===== config.mk =====
export PLATFORM = sky130hd
export DESIGN_NAME = alu_serial_sequencer_flat
export DESIGN_NICKNAME = d
export VERILOG_FILES = /design/src/rtl/alu_serial_sequencer_if.sv /design/src/rtl/alu_serial_sequencer.sv /design/src/flat_wrapper.sv
export SDC_FILE = /design/constraint.sdc
export NUM_CORES = 1
export LEC_CHECK = 0
export ABC_AREA = 0
export CAP_MARGIN = 20
export CORE_MARGIN = 3
export CORE_UTILIZATION = 57
export CTS_CLUSTER_SIZE = 14
export DETAILED_ROUTE_END_ITERATION = 8
export DONT_BUFFER_PORTS = 1
export PLACE_DENSITY_LB_ADDON = 0.25
export SYNTH_ARGS = -nofsm -noshare
export SYNTH_HDL_FRONTEND = slang
export SYNTH_SLANG_ARGS = --single-unit

===== constraint.sdc =====
create_clock -name clk -period 7.4 [get_ports clk]
set_input_delay 1.85 -clock clk [delete_from_list [all_inputs] [get_ports clk]]
set_output_delay 1.85 -clock clk [all_outputs]
set_load 0.05 [all_outputs]

===== src/rtl/alu_serial_sequencer_if.sv =====
// rtl/alu_serial_sequencer_if.sv - request/response bundle for the bit-serial ALU sequencer
interface alu_serial_sequencer_if #(
    parameter int WIDTH = 64
);
    logic             start;
    logic [2:0]       aluOp;
    logic [WIDTH-1:0] A;
    logic [WIDTH-1:0] B;
    logic             busy;
    logic             done;
    logic             error;
    logic [WIDTH-1:0] result;
    logic             negative;
    logic             zero;
    logic             carry;
    logic             overflow;

    modport master (
        output start, aluOp, A, B,
        input  busy, done, error, result, negative, zero, carry, overflow
    );

    modport slave (
        input  start, aluOp, A, B,
        output busy, done, error, result, negative, zero, carry, overflow
    );
endinterface


===== src/rtl/alu_serial_sequencer.sv =====
// rtl/alu_serial_sequencer.sv - one-bit ALU slice plus a sequencer that runs it LSB-first over WIDTH cycles
module aluBit (
    input  logic       a,
    input  logic       b,
    input  logic       cin,
    input  logic [2:0] aluOp,
    output logic       out,
    output logic       cout
);
    logic w_b_eff;

    // Subtract is a + ~b + 1; the +1 arrives through cin on bit 0.
    assign w_b_eff = aluOp[0] ? ~b : b;

    always_comb begin
        out  = 1'b0;
        cout = 1'b0;
        case (aluOp)
            3'b000: out = b;
            3'b010, 3'b011: begin
                out  = a ^ w_b_eff ^ cin;
                cout = (a & w_b_eff) | (cin & (a ^ w_b_eff));
            end
            3'b100: out = a & b;
            3'b101: out = a | b;
            3'b110: out = a ^ b;
            default: out = 1'b0;
        endcase
    end
endmodule

module alu_serial_sequencer #(
    parameter int WIDTH = 64,
    parameter int CNT_W = 7
) (
    input  logic                  clk,
    input  logic                  reset,
    alu_serial_sequencer_if.slave bus
);
    typedef enum logic [1:0] {
        S_IDLE,
        S_RUN,
        S_DONE
    } state_t;

    localparam logic [CNT_W-1:0] LAST_BIT = CNT_W'(WIDTH - 1);

    state_t           r_state;
    logic [WIDTH-1:0] r_a_sh;
    logic [WIDTH-1:0] r_b_sh;
    logic [2:0]       r_op;
    logic             r_carry;
    logic [CNT_W-1:0] r_cnt;
    logic [WIDTH-1:0] r_result;
    logic             r_busy;
    logic             r_done;
    logic             r_error;
    logic             r_negative;
    logic             r_zero;
    logic             r_carry_flag;
    logic             r_overflow;

    logic             w_out;
    logic             w_cout;
    logic             w_op_valid;
    logic             w_arith;
    logic [WIDTH-1:0] w_next_result;

    aluBit u_slice (
        .a     (r_a_sh[0]),
        .b     (r_b_sh[0]),
        .cin   (r_carry),
        .aluOp (r_op),
        .out   (w_out),
        .cout  (w_cout)
    );

    assign w_op_valid    = (bus.aluOp != 3'b001) && (bus.aluOp != 3'b111);
    assign w_arith       = (r_op[2:1] == 2'b01);
    assign w_next_result = {w_out, r_result[WIDTH-1:1]};

    always_ff @(posedge clk or posedge reset) begin
        if (reset) begin
            r_state      <= S_IDLE;
            r_a_sh       <= '0;
            r_b_sh       <= '0;
            r_op         <= '0;
            r_carry      <= 1'b0;
            r_cnt        <= '0;
            r_result     <= '0;
            r_busy       <= 1'b0;
            r_done       <= 1'b0;
            r_error      <= 1'b0;
            r_negative   <= 1'b0;
            r_zero       <= 1'b0;
            r_carry_flag <= 1'b0;
            r_overflow   <= 1'b0;
        end else begin
            case (r_state)
                S_IDLE, S_DONE: begin
                    r_done  <= 1'b0;
                    r_error <= 1'b0;
                    r_state <= S_IDLE;
                    if (bus.start && w_op_valid) begin
                        r_a_sh  <= bus.A;
                        r_b_sh  <= bus.B;
                        r_op    <= bus.aluOp;
                        r_cnt   <= '0;
                        r_carry <= bus.aluOp[0];
                        r_busy  <= 1'b1;
                        r_state <= S_RUN;
                    end else if (bus.start) begin
                        // Illegal opcode: report immediately, slice untouched.
                        r_result     <= '0;
                        r_negative   <= 1'b0;
                        r_zero       <= 1'b0;
                        r_carry_flag <= 1'b0;
                        r_overflow   <= 1'b0;
                        r_done       <= 1'b1;
                        r_error      <= 1'b1;
                        r_state      <= S_DONE;
                    end
                end
                S_RUN: begin
                    r_result <= w_next_result;
                    r_a_sh   <= r_a_sh >> 1;
                    r_b_sh   <= r_b_sh >> 1;
                    r_carry  <= w_cout;
                    r_cnt    <= r_cnt + 1'b1;
                    if (r_cnt == LAST_BIT) begin
                        // On the MSB cycle r_carry still holds the carry into the MSB.
                        r_negative   <= w_out;
                        r_zero       <= (w_next_result == '0);
                        r_carry_flag <= w_arith & w_cout;
                        r_overflow   <= w_arith & (r_carry ^ w_cout);
                        r_busy       <= 1'b0;
                        r_done       <= 1'b1;
                        r_state      <= S_DONE;
                    end
                end
                default: begin
                    r_busy  <= 1'b0;
                    r_done  <= 1'b0;
                    r_error <= 1'b0;
                    r_state <= S_IDLE;
                end
            endcase
        end
    end

    assign bus.busy     = r_busy;
    assign bus.done     = r_done;
    assign bus.error    = r_error;
    assign bus.result   = r_result;
    assign bus.negative = r_negative;
    assign bus.zero     = r_zero;
    assign bus.carry    = r_carry_flag;
    assign bus.overflow = r_overflow;
endmodule


===== src/flat_wrapper.sv =====
// flat-port wrapper written by rule: the top's interface ports become plain ports
module alu_serial_sequencer_flat 
#(
    parameter int WIDTH = 64,
    parameter int CNT_W = 7
)
  (clk, reset, bus_start, bus_aluOp, bus_A, bus_B, bus_busy, bus_done, bus_error, bus_result, bus_negative, bus_zero, bus_carry, bus_overflow);
  alu_serial_sequencer_if #(.WIDTH(WIDTH)) bus_i ();
  input  logic clk;
  input  logic reset;
  input wire logic [$bits(bus_i.start)-1:0] bus_start;
  input wire logic [$bits(bus_i.aluOp)-1:0] bus_aluOp;
  input wire logic [$bits(bus_i.A)-1:0] bus_A;
  input wire logic [$bits(bus_i.B)-1:0] bus_B;
  output wire logic [$bits(bus_i.busy)-1:0] bus_busy;
  output wire logic [$bits(bus_i.done)-1:0] bus_done;
  output wire logic [$bits(bus_i.error)-1:0] bus_error;
  output wire logic [$bits(bus_i.result)-1:0] bus_result;
  output wire logic [$bits(bus_i.negative)-1:0] bus_negative;
  output wire logic [$bits(bus_i.zero)-1:0] bus_zero;
  output wire logic [$bits(bus_i.carry)-1:0] bus_carry;
  output wire logic [$bits(bus_i.overflow)-1:0] bus_overflow;
  assign bus_i.start = bus_start;
  assign bus_i.aluOp = bus_aluOp;
  assign bus_i.A = bus_A;
  assign bus_i.B = bus_B;
  assign bus_busy = bus_i.busy;
  assign bus_done = bus_i.done;
  assign bus_error = bus_i.error;
  assign bus_result = bus_i.result;
  assign bus_negative = bus_i.negative;
  assign bus_zero = bus_i.zero;
  assign bus_carry = bus_i.carry;
  assign bus_overflow = bus_i.overflow;
  alu_serial_sequencer #(.WIDTH(WIDTH), .CNT_W(CNT_W)) u_core (.clk(clk), .reset(reset), .bus(bus_i));
endmodule

Word level (Yosys, flattened, before mapping)
Index checks and enable logic that the tools add are counted.
W data, S select, Z words.

operators by class
  bitwise logic cells = 12
  muxes and demuxes = 36
  reduce and logical (&&, ||, !) cells = 13
  equality and inequality tests = 15
  add/sub/neg operators = 1

operators by type and width
  cell                   count
  $pmux W64 S2           3
  $mux W64               4
  $logic_not A64 Y1      1
  $pmux W1 S2            8
  $mux W1                14
  $pmux W7 S2            1
  $eq A3 B3 Y1 const B   3
  $add A7 B1 Y7 const B  1
  $eq A7 B6 Y1 const B   1
  $mux W7                1
  $eq A3 B2 Y1 const B   2
  $mux W2                3
  $reduce_and A2 Y1      3
  $and A1 B1 Y1          5
  $pmux W1 S5            1
  $eq A2 B1 Y1 const B   2
  $ne A2 B1 Y1 const B   2
  $ne A2 B2 Y1 const B   2
  $pmux W2 S2            1
  $reduce_and A4 Y1      1
  $reduce_or A2 Y1       2
  $xor A1 B1 Y1          4
  $logic_not A3 Y1       1
  $ne A3 B1 Y1 const B   1
  8 further kinds        10

word-level totals
  register bits after elaboration = 212
  logic and storage cells = 91

Depth between registers and ports, before layout
Gate-level depths: netlist (run 1).

  depth after elaboration = 10
  gate-level depth with buffers = 7

By module
From an unflattened synthesis (run 1), not the netlist that was laid out.

second synthesis, totals
  cell total of the unflattened synthesis = 963
  area total of the unflattened synthesis = 9092.5 um2

by module, submodules not included
  module                cells an instance  area each (um2)  times used  seq. area each (um2)
  alu_serial_sequencer  948                8968.6           1           5280.1
  aluBit                15                 123.9            1           0.0

Worst setup path after synthesis (run 1)
No wires, ideal clock.

  path kind = input to register
  from = input port bus_start
  to = register u_core.r_zero (netlist: u_core.bus.zero)
  stages = 6
  path slack = 4.398 ns
  arrival = 2.875 ns
  path buffers = 1
  path through = nor2b_2 > a21boi_1 > buf_4 > o21bai_2 > inv_2 > mux2_1

between the ends
  cells in the longest elaborated chain, start to end = 3

ends and longest elaborated chain
  item                                    RTL line                     source
  from (decl)                             flat_wrapper.sv:11           input wire logic [$bits(bus_i.start)-1:0] bus_start;
  $logic_and A1 B1 Y1                     alu_serial_sequencer.sv:104  if (bus.start && w_op_valid) begin
  $ne A2 B2 Y1 (no source line)           -
  $reduce_and A4 Y1 (no source line) (*)  -
  to (signal assigned)                    alu_serial_sequencer.sv:133  r_zero <= (w_next_result == '0);
  to (decl)                               alu_serial_sequencer.sv:59   logic r_zero;

Every way passes the cells marked *; elsewhere a longest branch is shown, timed or not.
A chain may end at the register's enable or synchronous reset.

Worst setup path in the final report (run 1)
  from = input port bus_start
  to = register u_core.r_b_sh[1]

between the ends
  cells in the longest elaborated chain, start to end = 3

ends and longest elaborated chain
  item                                RTL line                     source
  $logic_and A1 B1 Y1                 alu_serial_sequencer.sv:104
  $ne A2 B1 Y1 (no source line)       -
  $reduce_and A2 Y1 (no source line)  -
  to (signal assigned)                alu_serial_sequencer.sv:106  r_b_sh <= bus.B;
  to (signal assigned)                alu_serial_sequencer.sv:127  r_b_sh <= r_b_sh >> 1;
  to (decl)                           alu_serial_sequencer.sv:50   logic [WIDTH-1:0] r_b_sh;

Every way passes these cells.

==> impl_metrics.py, run 1 <==
metrics = {
    "outcome": {
        "status": "complete, no violations",
    },
    "sta": {
        "rsz0062_at_grt": "false",
        "fin_setup_tns_ps": 0,
        "finalCritPeriodShare_pct": 46.0,
        "period_minus_slack_ps": 3410,
        "worst_pin_slew_ps": 1090,
        "skew_ps": 8.66,
        "slew-limit-headroom_pct": 27.6,
        "timing.hold.ws_ps": 474,
        "slew_violations": 0,
        "final-setup-viol-count": 0,
        "fmax_mhz": 294,
        "hold_viol_final": 0,
    },
    "pwr": {
        "ir_worst_vdd_mv": 0.434,
        "powerDensity_nw_per_um2": 455,
        "p_total_mw": 4.53,
        "p_leak_nw": 4.33,
    },
    "worst_setup_path": {
        "worstPathCellList": "nor2b_2 > a21boi_4 > buf_4 > buf_4 > mux2i_1 > o21ai_1",
        "criticalPathCategory": "input port to flip-flop",
        "critPathMaxFanout": 60,
        "crit_arrival_ps": 3730,
        "crit_required_ps": 7720,
        "slowest_delay_ps": 760,
        "crit_top_cell": "buf_4",
        "cp_slowest_cell": "buf_4",
        "start_kind": "input port",
        "worstSetupEndpointType": "flip-flop",
    },
    "logic_synthesis": {
        "synth.yosys.seq_area_share_pct": 57.6,
        "synth_cells": 823,
        "syn-num-nets": 961,
        "synth_area_um2": 9170,
        "avgSynthCellArea_um2": 11.1,
        "synth-seq-cells": 211,
        "synth_ff_type": "dfrtp_1",
        "synth_edf_count": 0,
        "ys_types": 42,
        "ys_async_sr_fraction_pct": 100,
        "ys_warn_count": 0,
    },
    "cts": {
        "htree_num_levels": 1,
        "post_cts_resized": 0,
        "cts.clk_slew.worst_paths_ps": 60,
        "ctsRootBufferMaster": "clkbuf_16",
        "clkSinkCount": 211,
        "cts_buffers": 21,
        "cts_post_setup_buffers_inserted": 0,
        "clockBufferDepth": 3,
        "holdBufCountCts": 0,
        "cts_tree": "done",
        "clock_latency_ps": 480,
    },
    "routing": {
        "drt_iter0_drc": 467,
        "vias": 5946,
        "ant_nets": 0,
        "wirelength_um": 18700,
        "wire_per_inst_um": 18.4,
        "drtPass1Iterations": 7,
        "drc_errors": 0,
        "vias_per_cell": 5.85,
    },
    "global_routing": {
        "grt_pass1_wl_um": 30800,
        "grt_overflow": 0,
        "grt_max_degree": 266,
        "grt_pass1_vias": 5840,
        "antenna_found_initial": 0,
        "grtUsageTotal_pct": 21.0,
    },
    "place": {
        "globalplace.congestion": 0.784,
        "io_buffers": 0,
        "hpwl_um": 12200,
    },
    "floorplan": {
        "fp.coreArea_um2": 15500,
        "core.rowCount": 45,
        "ios": 205,
        "die_x_um": 133,
        "die_area_um2": 17600,
        "die_y_um": 133,
        "start_util_pct": 59.2,
    },
    "layout": {
        "layout_commonest_cell": "dfrtp_1",
        "areaGrowthSynthToFinish_pct": 8.51,
        "antennaDiodeCount": 0,
        "drive_gt1_share_pct": 6.33,
        "final_cell_mix": "dfrtp_1, nand2_1, mux2i_1",
        "nets": 931,
    },
    "hold_path": {
        "hold_path_class": "flip-flop to flip-flop",
    },
    "flow_run": {
        "maxCapViolCount": 0,
    },
}
-- metal layers --
layer	vias to the layer above	global-route usage [%]	wire length (µm)
li1	2847	-	-
met1	2867	28.7	7770
met2	214	33.1	8980
met3	18	6.69	1640
met4	0	4.79	282
met5	-	0	0
-- state kept, by name (all words and copies together), names as in the netlist --
| name | cells |
|---|---|
| u_core.bus.negative | 1 |
| u_core.bus.error | 1 |
| u_core.bus.result | 64 |
| u_core.bus.carry | 1 |
| u_core.bus.overflow | 1 |
| u_core.r_carry | 1 |
| u_core.bus.busy | 1 |
| u_core.r_cnt | 7 |
| u_core.r_a_sh | 64 |
| u_core.r_op | 3 |
| u_core.r_state | 2 |
| u_core.bus.zero | 1 |
| u_core.r_b_sh | 64 |
-- logic make-up after synthesis --
logic type                 share of synthesized area [%]
xor gates and xnor gates                           0.382
and+or+nand+nor                                     8.76
muxes                                               13.9
adders and majority gates                          0.628
AOI/OAI and AO/OA                                   15.1
buffers and inverters                               3.67
DFF                                                 57.6
-- final timing paths --
path	startpoint	end	slack, ps	cells past startpoint
min in group asynchronous	reset	u_core.bus.result[56]	1570	2
max in group asynchronous	reset	u_core.r_a_sh[39]	5040	2
worst min register to register	u_core.r_b_sh[41]	u_core.r_b_sh[40]	470	2
worst min-delay path	u_core.r_b_sh[41]	u_core.r_b_sh[40]	470	2
worst max register to register	u_core.r_state[1]	u_core.r_cnt[4]	4610	5
worst max-delay path	bus_start	u_core.r_b_sh[1]	3990	6
-- through the flow --
stage	area, µm²	utilization [%]	setup WS (ps)	cells
floorplan	9170	-	2810	823
global placement	9210	59.5	3570	981
detailed placement	9210	59.5	3500	981
CTS	9950	64.3	4010	1017
global route	9950	64.3	3870	1017
finish	9950	64.3	3990	1017
-- power breakdown --
part / total, mW / internal, mW / switching, mW
Clock: 1.11 / 0.693 / 0.422
Combinational: 1.29 / 0.506 / 0.783
Sequential: 2.13 / 1.57 / 0.559
Total: 4.53 / 2.77 / 1.76
-- final cells by class --
type                            count  area, µm²
Clock inverter                      7        113
Sequential cell                   211       5280
Tap cell                          211        264
Multi-Input combinational cell    547       3570
Inverter                            6       26.3
Clock buffer                       29        626
Timing Repair Buffer                6       70.1
Fill cell                        1199       5530
-- synthesized netlist by cell type (all sizes together), types with 2 or more instances --
cell	instances	share of area (%)
or3	2	0.14
nand2b	2	0.14
inv	6	0.25
a22o	63	6.0
nand4	3	0.20
xnor2	2	0.19
o21ai	144	7.9
clkbuf	32	1.3
nor4	17	1.2
and3	2	0.14
mux2	3	0.37
nand3	3	0.16
dfrtp	211	58
mux2i	124	14
buf	27	2.1
o21bai	2	0.20
a21oi	5	0.27
ha	3	0.41
nor2	8	0.35
nand2	146	6.0
nor2b	3	0.23
nor3	2	0.11
xor2	2	0.19
o21a	2	0.16
-- worst max-delay path: cells and delay by family --
family                 cells  cell delay (ps)
multiplexers               1              300
buffers and inverters      2             1080
AO/OA/AOI/OAI              2              280
AND/OR/NAND/NOR            1              160
Note: power is estimated with default switching activity, not from simulation.
==> inputs of run 2 (changes only) <==
==> constraint.sdc (replaced) <==
create_clock -name clk -period 2.9 [get_ports clk]
set_input_delay 0.725 -clock clk [delete_from_list [all_inputs] [get_ports clk]]
set_output_delay 0.725 -clock clk [all_outputs]
set_load 0.05 [all_outputs]
==> impl_metrics.py, run 2 (same netlist as run 1, synthesis figures left out) <==
metrics = {
    "sta": {
        "rsz0062_at_grt": "false",
        "slew-limit-headroom_pct": 55.4,
        "fin_ws_ps": 622,
        "worst_pin_slew_ps": 669,
        "fmax_mhz": 439,
        "slew_violations": 0,
        "hold_viol_final": 0,
        "timing.hold.ws_ps": 272,
        "final-setup-viol-count": 0,
        "period_minus_slack_ps": 2280,
        "skew_ps": 7.27,
        "finalCritPeriodShare_pct": 78.6,
        "fin_setup_tns_ps": 0,
    },
    "floorplan": {
        "fp.coreArea_um2": 15500,
        "ios": 205,
        "core.rowCount": 45,
        "start_util_pct": 59.2,
        "die_area_um2": 17600,
        "die_x_um": 133,
        "die_y_um": 133,
    },
    "cts": {
        "post_cts_resized": 0,
        "htree_num_levels": 1,
        "cts.clk_slew.worst_paths_ps": 60,
        "clkSinkCount": 211,
        "clock_latency_ps": 490,
        "cts_buffers": 22,
        "holdBufCountCts": 0,
        "ctsRootBufferMaster": "clkbuf_16",
        "cts_post_setup_buffers_inserted": 0,
        "clockBufferDepth": 3,
        "cts_tree": "done",
    },
    "layout": {
        "nets": 943,
        "final_cells": 1032,
        "multiInputGateArea_um2": 3570,
        "layout_commonest_cell": "dfrtp_1",
        "fill_cells": 1197,
        "areaGrowthSynthToFinish_pct": 11.1,
        "regArea_um2": 5280,
        "drive_gt1_share_pct": 7.80,
        "finalInstanceArea_um2": 10200,
        "final_cell_mix": "dfrtp_1, nand2_1, mux2i_1",
        "final_util_pct": 65.8,
        "antennaDiodeCount": 0,
    },
    "global_routing": {
        "grt_max_degree": 124,
        "grt_pass1_vias": 6246,
        "grt_pass1_wl_um": 32400,
        "grtUsageTotal_pct": 22.0,
        "grt_overflow": 0,
        "antenna_found_initial": 0,
    },
    "worst_setup_path": {
        "crit_required_ps": 3270,
        "r2r_setup_slack_ps": 620,
        "cp_slowest_cell": "and2b_4",
        "criticalPathCategory": "flip-flop to flip-flop",
        "worstPathCellList": "and2b_4 > buf_12 > nor2_1 > o21ai_0 > o31ai_1",
        "rr_endpoint": "u_core.r_cnt[4]",
        "timing.rr.start": "u_core.r_state[1]",
        "start_kind": "flip-flop",
        "slowest_delay_ps": 610,
        "critPathMaxFanout": 123,
        "worstSetupEndpointType": "flip-flop",
        "crit_arrival_ps": 2640,
        "critPathBufInv": 1,
        "ff2ff_path_depth": 5,
        "path_delay_family": "simple AND/OR/NAND/NOR gates",
    },
    "pwr": {
        "p_total_mw": 12.0,
        "ir_worst_vdd_mv": 0.892,
        "powerDensity_nw_per_um2": 1180,
        "p_leak_nw": 4.43,
    },
    "outcome": {
        "status": "complete, no violations",
    },
    "routing": {
        "drc_errors": 0,
        "ant_nets": 0,
        "vias_per_cell": 5.89,
        "wire_per_inst_um": 18.9,
        "drtPass1Iterations": 4,
        "drt_iter0_drc": 436,
        "vias": 6077,
        "wirelength_um": 19500,
    },
    "place": {
        "dp_slack_ps": 599,
        "placedCellCount": 992,
        "globalplace.congestion": 0.818,
        "dpl_cell_area_um2": 9380,
        "io_buffers": 0,
        "hpwl_um": 13200,
    },
    "hold_path": {
        "hold_path_class": "input port to async pin",
    },
    "flow_run": {
        "maxCapViolCount": 0,
    },
}
run 2: worst reg2reg max path: cells and delay by family, from the launching register on:
| kind | cells | cell delay, ps |
|---|---|---|
| DFF | 1 | 590 |
| buffers and inverters | 1 | 410 |
| and+or+nand+nor | 2 | 820 |
| AOI/OAI and AO/OA | 2 | 340 |
run 2: routing by layer:
layer  track usage [%]  routed length [µm]
met1              29.8                8120
met2              35.2                9290
met3              6.69                1610
met4              5.77                 454
met5                 0                   0
run 2: final cells by class:
cell class                 count  share of cell area [%]
sequential                   211                    51.8
multi-input combinational    547                    35.1
clock buffer                  28                    6.03
tap                          211                    2.59
timing repair buffer          17                    2.36
clock inverter                12                    1.90
inverter                       6                   0.258
run 2: power by group:
part | switching, mW | total, mW | internal, mW
clock | 1.15 | 3.10 | 1.95
sequential | 1.45 | 5.45 | 4.00
combinational | 2.06 | 3.46 | 1.39
total | 4.67 | 12.0 | 7.34
run 2: worst max path at each step:
stage,from,to,slack (ps),cells past startpoint
4_1_cts,u_core.r_state[1],u_core.r_cnt[4],640,5
5_1_grt,u_core.r_state[1],u_core.r_cnt[4],510,5
3_5_place_dp,bus_start,u_core.r_a_sh[1],600,6
6_report,u_core.r_state[1],u_core.r_cnt[4],620,5
3_3_place_gp,bus_start,u_core.r_a_sh[13],710,6
2_1_floorplan,reset,u_core.bus.busy,-570,1
